`src/rtl/jtag_pkg.sv`:
```
// Shared definitions for the JTAG operand TAP: TAP states, IR codes and
// default identification code.
package jtag_pkg;

  typedef enum logic [3:0] {
    TAP_TLR,
    TAP_RTI,
    TAP_SEL_DR,
    TAP_CAP_DR,
    TAP_SHIFT_DR,
    TAP_EX1_DR,
    TAP_PAUSE_DR,
    TAP_EX2_DR,
    TAP_UPD_DR,
    TAP_SEL_IR,
    TAP_CAP_IR,
    TAP_SHIFT_IR,
    TAP_EX1_IR,
    TAP_PAUSE_IR,
    TAP_EX2_IR,
    TAP_UPD_IR
  } tap_state_t;

  localparam logic [1:0] IR_RESULT  = 2'b00;
  localparam logic [1:0] IR_IDCODE  = 2'b01;
  localparam logic [1:0] IR_OPERAND = 2'b10;
  localparam logic [1:0] IR_BYPASS  = 2'b11;

  localparam logic [31:0] DEFAULT_IDCODE = 32'h1000_0001;

  // Length of the data register selected by an instruction.
  function automatic logic [5:0] dr_len(input logic [1:0] ir);
    case (ir)
      IR_IDCODE:  dr_len = 6'd32;
      IR_OPERAND: dr_len = 6'd16;
      IR_RESULT:  dr_len = 6'd8;
      default:    dr_len = 6'd1;
    endcase
  endfunction

endpackage

```
`src/rtl/jtag_tap_fsm.sv`:
```
// IEEE 1149.1 TAP controller; advances one state per synchronized tck rise.
module jtag_tap_fsm
  import jtag_pkg::*;
(
  input  logic       clk,
  input  logic       rst_n,
  input  logic       tck_rise,
  input  logic       tms,
  output tap_state_t state
);

  tap_state_t state_next;

  // State register, stepped only on a tck rising-edge strobe.
  always_ff @(posedge clk or negedge rst_n) begin
    if (!rst_n) state <= TAP_TLR;
    else if (tck_rise) state <= state_next;
  end

  // Standard TMS-driven transitions.
  always_comb begin
    state_next = state;
    case (state)
      TAP_TLR:      state_next = tms ? TAP_TLR    : TAP_RTI;
      TAP_RTI:      state_next = tms ? TAP_SEL_DR : TAP_RTI;
      TAP_SEL_DR:   state_next = tms ? TAP_SEL_IR : TAP_CAP_DR;
      TAP_CAP_DR:   state_next = tms ? TAP_EX1_DR : TAP_SHIFT_DR;
      TAP_SHIFT_DR: state_next = tms ? TAP_EX1_DR : TAP_SHIFT_DR;
      TAP_EX1_DR:   state_next = tms ? TAP_UPD_DR : TAP_PAUSE_DR;
      TAP_PAUSE_DR: state_next = tms ? TAP_EX2_DR : TAP_PAUSE_DR;
      TAP_EX2_DR:   state_next = tms ? TAP_UPD_DR : TAP_SHIFT_DR;
      TAP_UPD_DR:   state_next = tms ? TAP_SEL_DR : TAP_RTI;
      TAP_SEL_IR:   state_next = tms ? TAP_TLR    : TAP_CAP_IR;
      TAP_CAP_IR:   state_next = tms ? TAP_EX1_IR : TAP_SHIFT_IR;
      TAP_SHIFT_IR: state_next = tms ? TAP_EX1_IR : TAP_SHIFT_IR;
      TAP_EX1_IR:   state_next = tms ? TAP_UPD_IR : TAP_PAUSE_IR;
      TAP_PAUSE_IR: state_next = tms ? TAP_EX2_IR : TAP_PAUSE_IR;
      TAP_EX2_IR:   state_next = tms ? TAP_UPD_IR : TAP_SHIFT_IR;
      TAP_UPD_IR:   state_next = tms ? TAP_SEL_DR : TAP_RTI;
      default:      state_next = TAP_TLR;
    endcase
  end

endmodule

```
`src/rtl/jtag_operand_tap.sv`:
```
// JTAG TAP, oversampled on clk, that loads two 8-bit operands for a
// downstream AND stage and reads its 8-bit result back.
module jtag_operand_tap
  import jtag_pkg::*;
#(
  parameter logic [31:0] IDCODE      = DEFAULT_IDCODE,
  parameter int          SYNC_STAGES = 2
) (
  input  logic       clk,
  input  logic       rst_n,
  input  logic       tck,
  input  logic       tms,
  input  logic       tdi,
  output logic       tdo,
  output logic       tdo_oe,
  output logic [7:0] op_a,
  output logic [7:0] op_b,
  output logic       op_valid,
  input  logic [7:0] res_y
);

  logic [SYNC_STAGES-1:0] tck_sync, tms_sync, tdi_sync;
  logic                   tck_prev;
  logic                   tck_s, tms_s, tdi_s;
  logic                   tck_rise, tck_fall;
  tap_state_t             state;
  logic [1:0]             ir;
  logic [31:0]            sr;
  logic [31:0]            capture_val;
  logic                   shifting;

  // Shift in tdi at the top of the selected register length; bits above
  // the length are don't-care and never observed.
  function automatic logic [31:0] shift_in(input logic [31:0] cur,
                                           input logic bit_in,
                                           input logic [5:0] len);
    logic [31:0] nxt;
    nxt = cur >> 1;
    nxt[5'(len - 6'd1)] = bit_in;
    return nxt;
  endfunction

  // Synchronizer chains for the three JTAG pins plus previous tck for edge detection.
  always_ff @(posedge clk or negedge rst_n) begin
    if (!rst_n) begin
      tck_sync <= '0;
      tms_sync <= '0;
      tdi_sync <= '0;
      tck_prev <= 1'b0;
    end else begin
      tck_sync[0] <= tck;
      tms_sync[0] <= tms;
      tdi_sync[0] <= tdi;
      for (int i = 1; i < SYNC_STAGES; i++) begin
        tck_sync[i] <= tck_sync[i-1];
        tms_sync[i] <= tms_sync[i-1];
        tdi_sync[i] <= tdi_sync[i-1];
      end
      tck_prev <= tck_sync[SYNC_STAGES-1];
    end
  end

  assign tck_s    = tck_sync[SYNC_STAGES-1];
  assign tms_s    = tms_sync[SYNC_STAGES-1];
  assign tdi_s    = tdi_sync[SYNC_STAGES-1];
  assign tck_rise = tck_s & ~tck_prev;
  assign tck_fall = ~tck_s & tck_prev;
  assign shifting = (state == TAP_SHIFT_DR) || (state == TAP_SHIFT_IR);

  jtag_tap_fsm u_fsm (
    .clk      (clk),
    .rst_n    (rst_n),
    .tck_rise (tck_rise),
    .tms      (tms_s),
    .state    (state)
  );

  // Value loaded into the shift register in Capture-DR for the current IR.
  always_comb begin
    capture_val = '0;
    case (ir)
      IR_IDCODE:  capture_val = {IDCODE[31:1], 1'b1};
      IR_OPERAND: capture_val = {16'h0000, op_b, op_a};
      IR_RESULT:  capture_val = {24'h000000, res_y};
      default:    capture_val = '0;
    endcase
  end

  // Capture/shift on tck rise; tdo, IR update and operand update on tck fall.
  always_ff @(posedge clk or negedge rst_n) begin
    if (!rst_n) begin
      sr       <= '0;
      ir       <= IR_IDCODE;
      op_a     <= '0;
      op_b     <= '0;
      op_valid <= 1'b0;
      tdo      <= 1'b0;
      tdo_oe   <= 1'b0;
    end else begin
      op_valid <= 1'b0;
      if (state == TAP_TLR) ir <= IR_IDCODE;
      if (tck_rise) begin
        case (state)
          TAP_CAP_IR:   sr <= 32'h0000_0001;
          TAP_SHIFT_IR: sr <= shift_in(sr, tdi_s, 6'd2);
          TAP_CAP_DR:   sr <= capture_val;
          TAP_SHIFT_DR: sr <= shift_in(sr, tdi_s, dr_len(ir));
          default: ;
        endcase
      end
      if (tck_fall) begin
        tdo_oe <= shifting;
        tdo    <= shifting & sr[0];
        case (state)
          TAP_UPD_IR: ir <= sr[1:0];
          TAP_UPD_DR: begin
            if (ir == IR_OPERAND) begin
              op_a     <= sr[7:0];
              op_b     <= sr[15:8];
              op_valid <= 1'b1;
            end
          end
          default: ;
        endcase
      end
    end
  end

endmodule

```
`config.mk`:
```
export PLATFORM = sky130hd
export DESIGN_NAME = jtag_operand_tap
export DESIGN_NICKNAME = d
export VERILOG_FILES = /design/src/rtl/jtag_pkg.sv /design/src/rtl/jtag_tap_fsm.sv /design/src/rtl/jtag_operand_tap.sv
export SDC_FILE = /design/constraint.sdc
export NUM_CORES = 1
export LEC_CHECK = 0
export BUFFER_PORTS_ARGS = -buffer_cell sky130_fd_sc_hd__buf_4
export CAP_MARGIN = 20
export CORE_UTILIZATION = 35
export CTS_CLUSTER_DIAMETER = 150
export DETAILED_ROUTE_END_ITERATION = 6
export GPL_ROUTABILITY_DRIVEN = 0
export HOLD_SLACK_MARGIN = 0.08
export PLACE_DENSITY = 0.55
export SYNTH_ARGS = -nofsm -noshare
export SYNTH_HDL_FRONTEND = slang
export SYNTH_SLANG_ARGS = --single-unit
```
`constraint.sdc`:
```
create_clock -name clk -period 4.2 [get_ports clk]
set_input_delay 0.84 -clock clk [delete_from_list [all_inputs] [get_ports clk]]
set_output_delay 0.84 -clock clk [all_outputs]
set_load 0.005 [all_outputs]
```
==> impl_metrics.json <==
{
  "rsz0062_at_grt": "no",
  "dpl.hpwl_microns": 3890,
  "critPathMaxFanout": 29,
  "whs_path_depth": 0,
  "cts_inserted_buffers": 9,
  "synth.largest_area_cell": "dfrtp_1",
  "syn_nets": 288,
  "synth_edf_count": 0,
  "fin_skew_ns": 0.00730,
  "start_util_pct": 36.4,
  "cp.required_ns": 4.46,
  "hold_path_class": "flop to flop",
  "nets": 308,
  "drt_iter0_drc": 220,
  "async_reset_ff_share_pct": 100,
  "grt_pass1_wl_microns": 11100,
  "hold_violations": 0,
  "worst_setup_path_end_kind": "flop",
  "die_h_microns": 94.7,
  "wl_per_cell_microns": 16.4,
  "drc": 0,
  "design_area_sq_um": 3510,
  "drv_slew": 0,
  "core-area_sq_um": 8260,
  "p_leak_nw": 1.52,
  "htree_levels": 3,
  "relSlewSlack_pct": 32.6,
  "track_usage_pct": 16.5,
  "drive_gt1_share_pct": 23.7,
  "antenna_found_initial": 0,
  "hold_buffers": 0,
  "dieArea_sq_um": 8970,
  "mostFrequentLayoutCells": "dfrtp_1, o21ai_0, buf_4, nand2_1, o2bb2ai_1",
  "clk_pin_slew_ns": 0.07,
  "synth_top_cell_area_share_pct": 52.4,
  "synthDistinctLibCells": 50,
  "clockBufferDepth": 2,
  "post_cts_buffers": 0,
  "wl_met3_microns": 291,
  "worst_r2r_path_depth": 4,
  "met2_length_microns": 3020,
  "finalSetupViolCount": 0,
  "final_core_util_pct": 42.5,
  "routed_wl_microns": 6630,
  "ys_ff_latch": 64,
  "netlist_instances": 275,
  "area_delta_synth_final_pct": 16.8,
  "first_pass_iters": 4,
  "wl_met1_microns": 3280,
  "port_buffers": 31,
  "tightest_slew_ns": 1.01,
  "post-route-min-period_ns": 2.54,
  "top_layer": "met4",
  "max-vdd-ir-drop_v": 0.000242,
  "status": "complete, no violations",
  "synthTopCellsByArea": "dfrtp_1, o21ai_0, mux2_4, o2bb2ai_1, nand2_1",
  "clk_latency_ns": 0.34,
  "p_per_area_nw_per_um2": 509,
  "synth_flop_cell": "dfrtp_1",
  "place_area_sq_um": 3260,
  "ys_warn_count": 0,
  "diodes": 0,
  "tns_ns": 0,
  "grt_pass1_vias": 2111,
  "die_w_microns": 94.7,
  "syn-cell-area_sq_um": 3010,
  "critPathLaunchType": "flop",
  "grt_max_degree": 65,
  "viasPerCell": 5.41,
  "cts_resized": 0,
  "ios": 32,
  "final_antenna_net_count": 0,
  "cts_tree": "done",
  "cap_viol_max_count": 0,
  "vias": 2190,
  "period_share_pct": 60.5,
  "crit_arrival_ns": 2.81,
  "critPathKind": "flop to flop",
  "clockRootBuffer": "clkbuf_8",
  "yosysSeqAreaShare_pct": 53.3,
  "grt.overflow.total": 0,
  "fmax_mhz": 393,
  "avgSynthCellArea_sq_um": 10.9,
  "cts_sinks": 64,
  "fp-row-count": 33,
  "final_common_cell": "dfrtp_1",
  "whs_ns": 0.350
}
metrics by stage:
step,total power [mW],setup slack (ns),cells
2_1_floorplan,1.05,2.34,275
3_3_place_gp,1.13,1.68,389
3_5_place_dp,1.13,1.66,389
4_1_cts,1.81,1.64,405
5_1_grt,1.90,1.44,405
6_report,1.79,1.66,405
per-layer routing:
| metal | GRT usage [%] | vias to the layer above |
|---|---|---|
| met5 | 0 | - |
| met4 | 5.68 | 0 |
| met3 | 5.15 | 2 |
| met2 | 23.3 | 47 |
| met1 | 23.6 | 1087 |
| li1 | - | 1054 |
flip-flops by register name, summed over array words and instances, names as in the netlist:
signal       flops
ir               2
op_a             8
tck_sync         2
tdo              1
op_b             8
sr              32
u_fsm.state      4
tms_sync         2
tdo_oe           1
op_valid         1
tck_prev         1
tdi_sync         2
area by class of cell:
cell class	instances	area (sq um)
fillers	820	4740
flip-flops and latches	64	1600
multi-input cells	181	1250
repair buffers	33	248
clock buffers	11	151
well taps	105	131
clock inverters	5	103
inverters	6	22.5
power breakdown:
part,internal (mW),switching [mW]
Combinational,0.136,0.198
Sequential,0.665,0.119
Clock,0.426,0.245
critical path: stages (launching register included):
cell	delay [ns]
dfrtp_1	0.60
or4b_1	0.64
nand2_1	0.76
a222oi_1	0.27
o2bb2ai_1	0.18
cell usage after synthesis, types with 2 or more instances:
cell type   n
dfrtp_1    63
o21ai_0    42
nand2_1    27
o2bb2ai_1  16
mux2_4     13
clkbuf_1   11
a22oi_1    10
nand2b_1    8
a21oi_1     7
buf_2       6
inv_1       6
nand3_1     6
a222oi_1    5
nor2b_1     5
nor2_1      4
buf_6       3
a221oi_1    2
a31oi_1     2
buf_1       2
buf_4       2
mux2_2      2
nor3_1      2
o211ai_1    2
o21ai_1     2
o31ai_1     2
kinds of logic (layout without fill, tap and decap cells):
logic type	after synthesis	after routing	synth area share [%]
flops	64	64	53.3
simple gates	65	65	12.1
buf+inv	30	55	4.99
compound gates	100	100	22.0
mux	16	16	7.57
path summary, 6_finish.rpt:
| path | endpoint | slack, ns | startpoint |
|---|---|---|---|
| min in group asynchronous | op_a[1] | 0.58 | rst_n |
| worst min register to register | tms_sync[1] | 0.35 | tms_sync[0] |
| worst max-delay path | sr[2] | 1.66 | u_fsm.state[3] |
| max in group asynchronous | u_fsm.state[3] | 3.07 | rst_n |
| worst min-delay path | tms_sync[1] | 0.35 | tms_sync[0] |
| worst max register to register | sr[2] | 1.66 | u_fsm.state[3] |
Power figures use the tool's default switching activity.
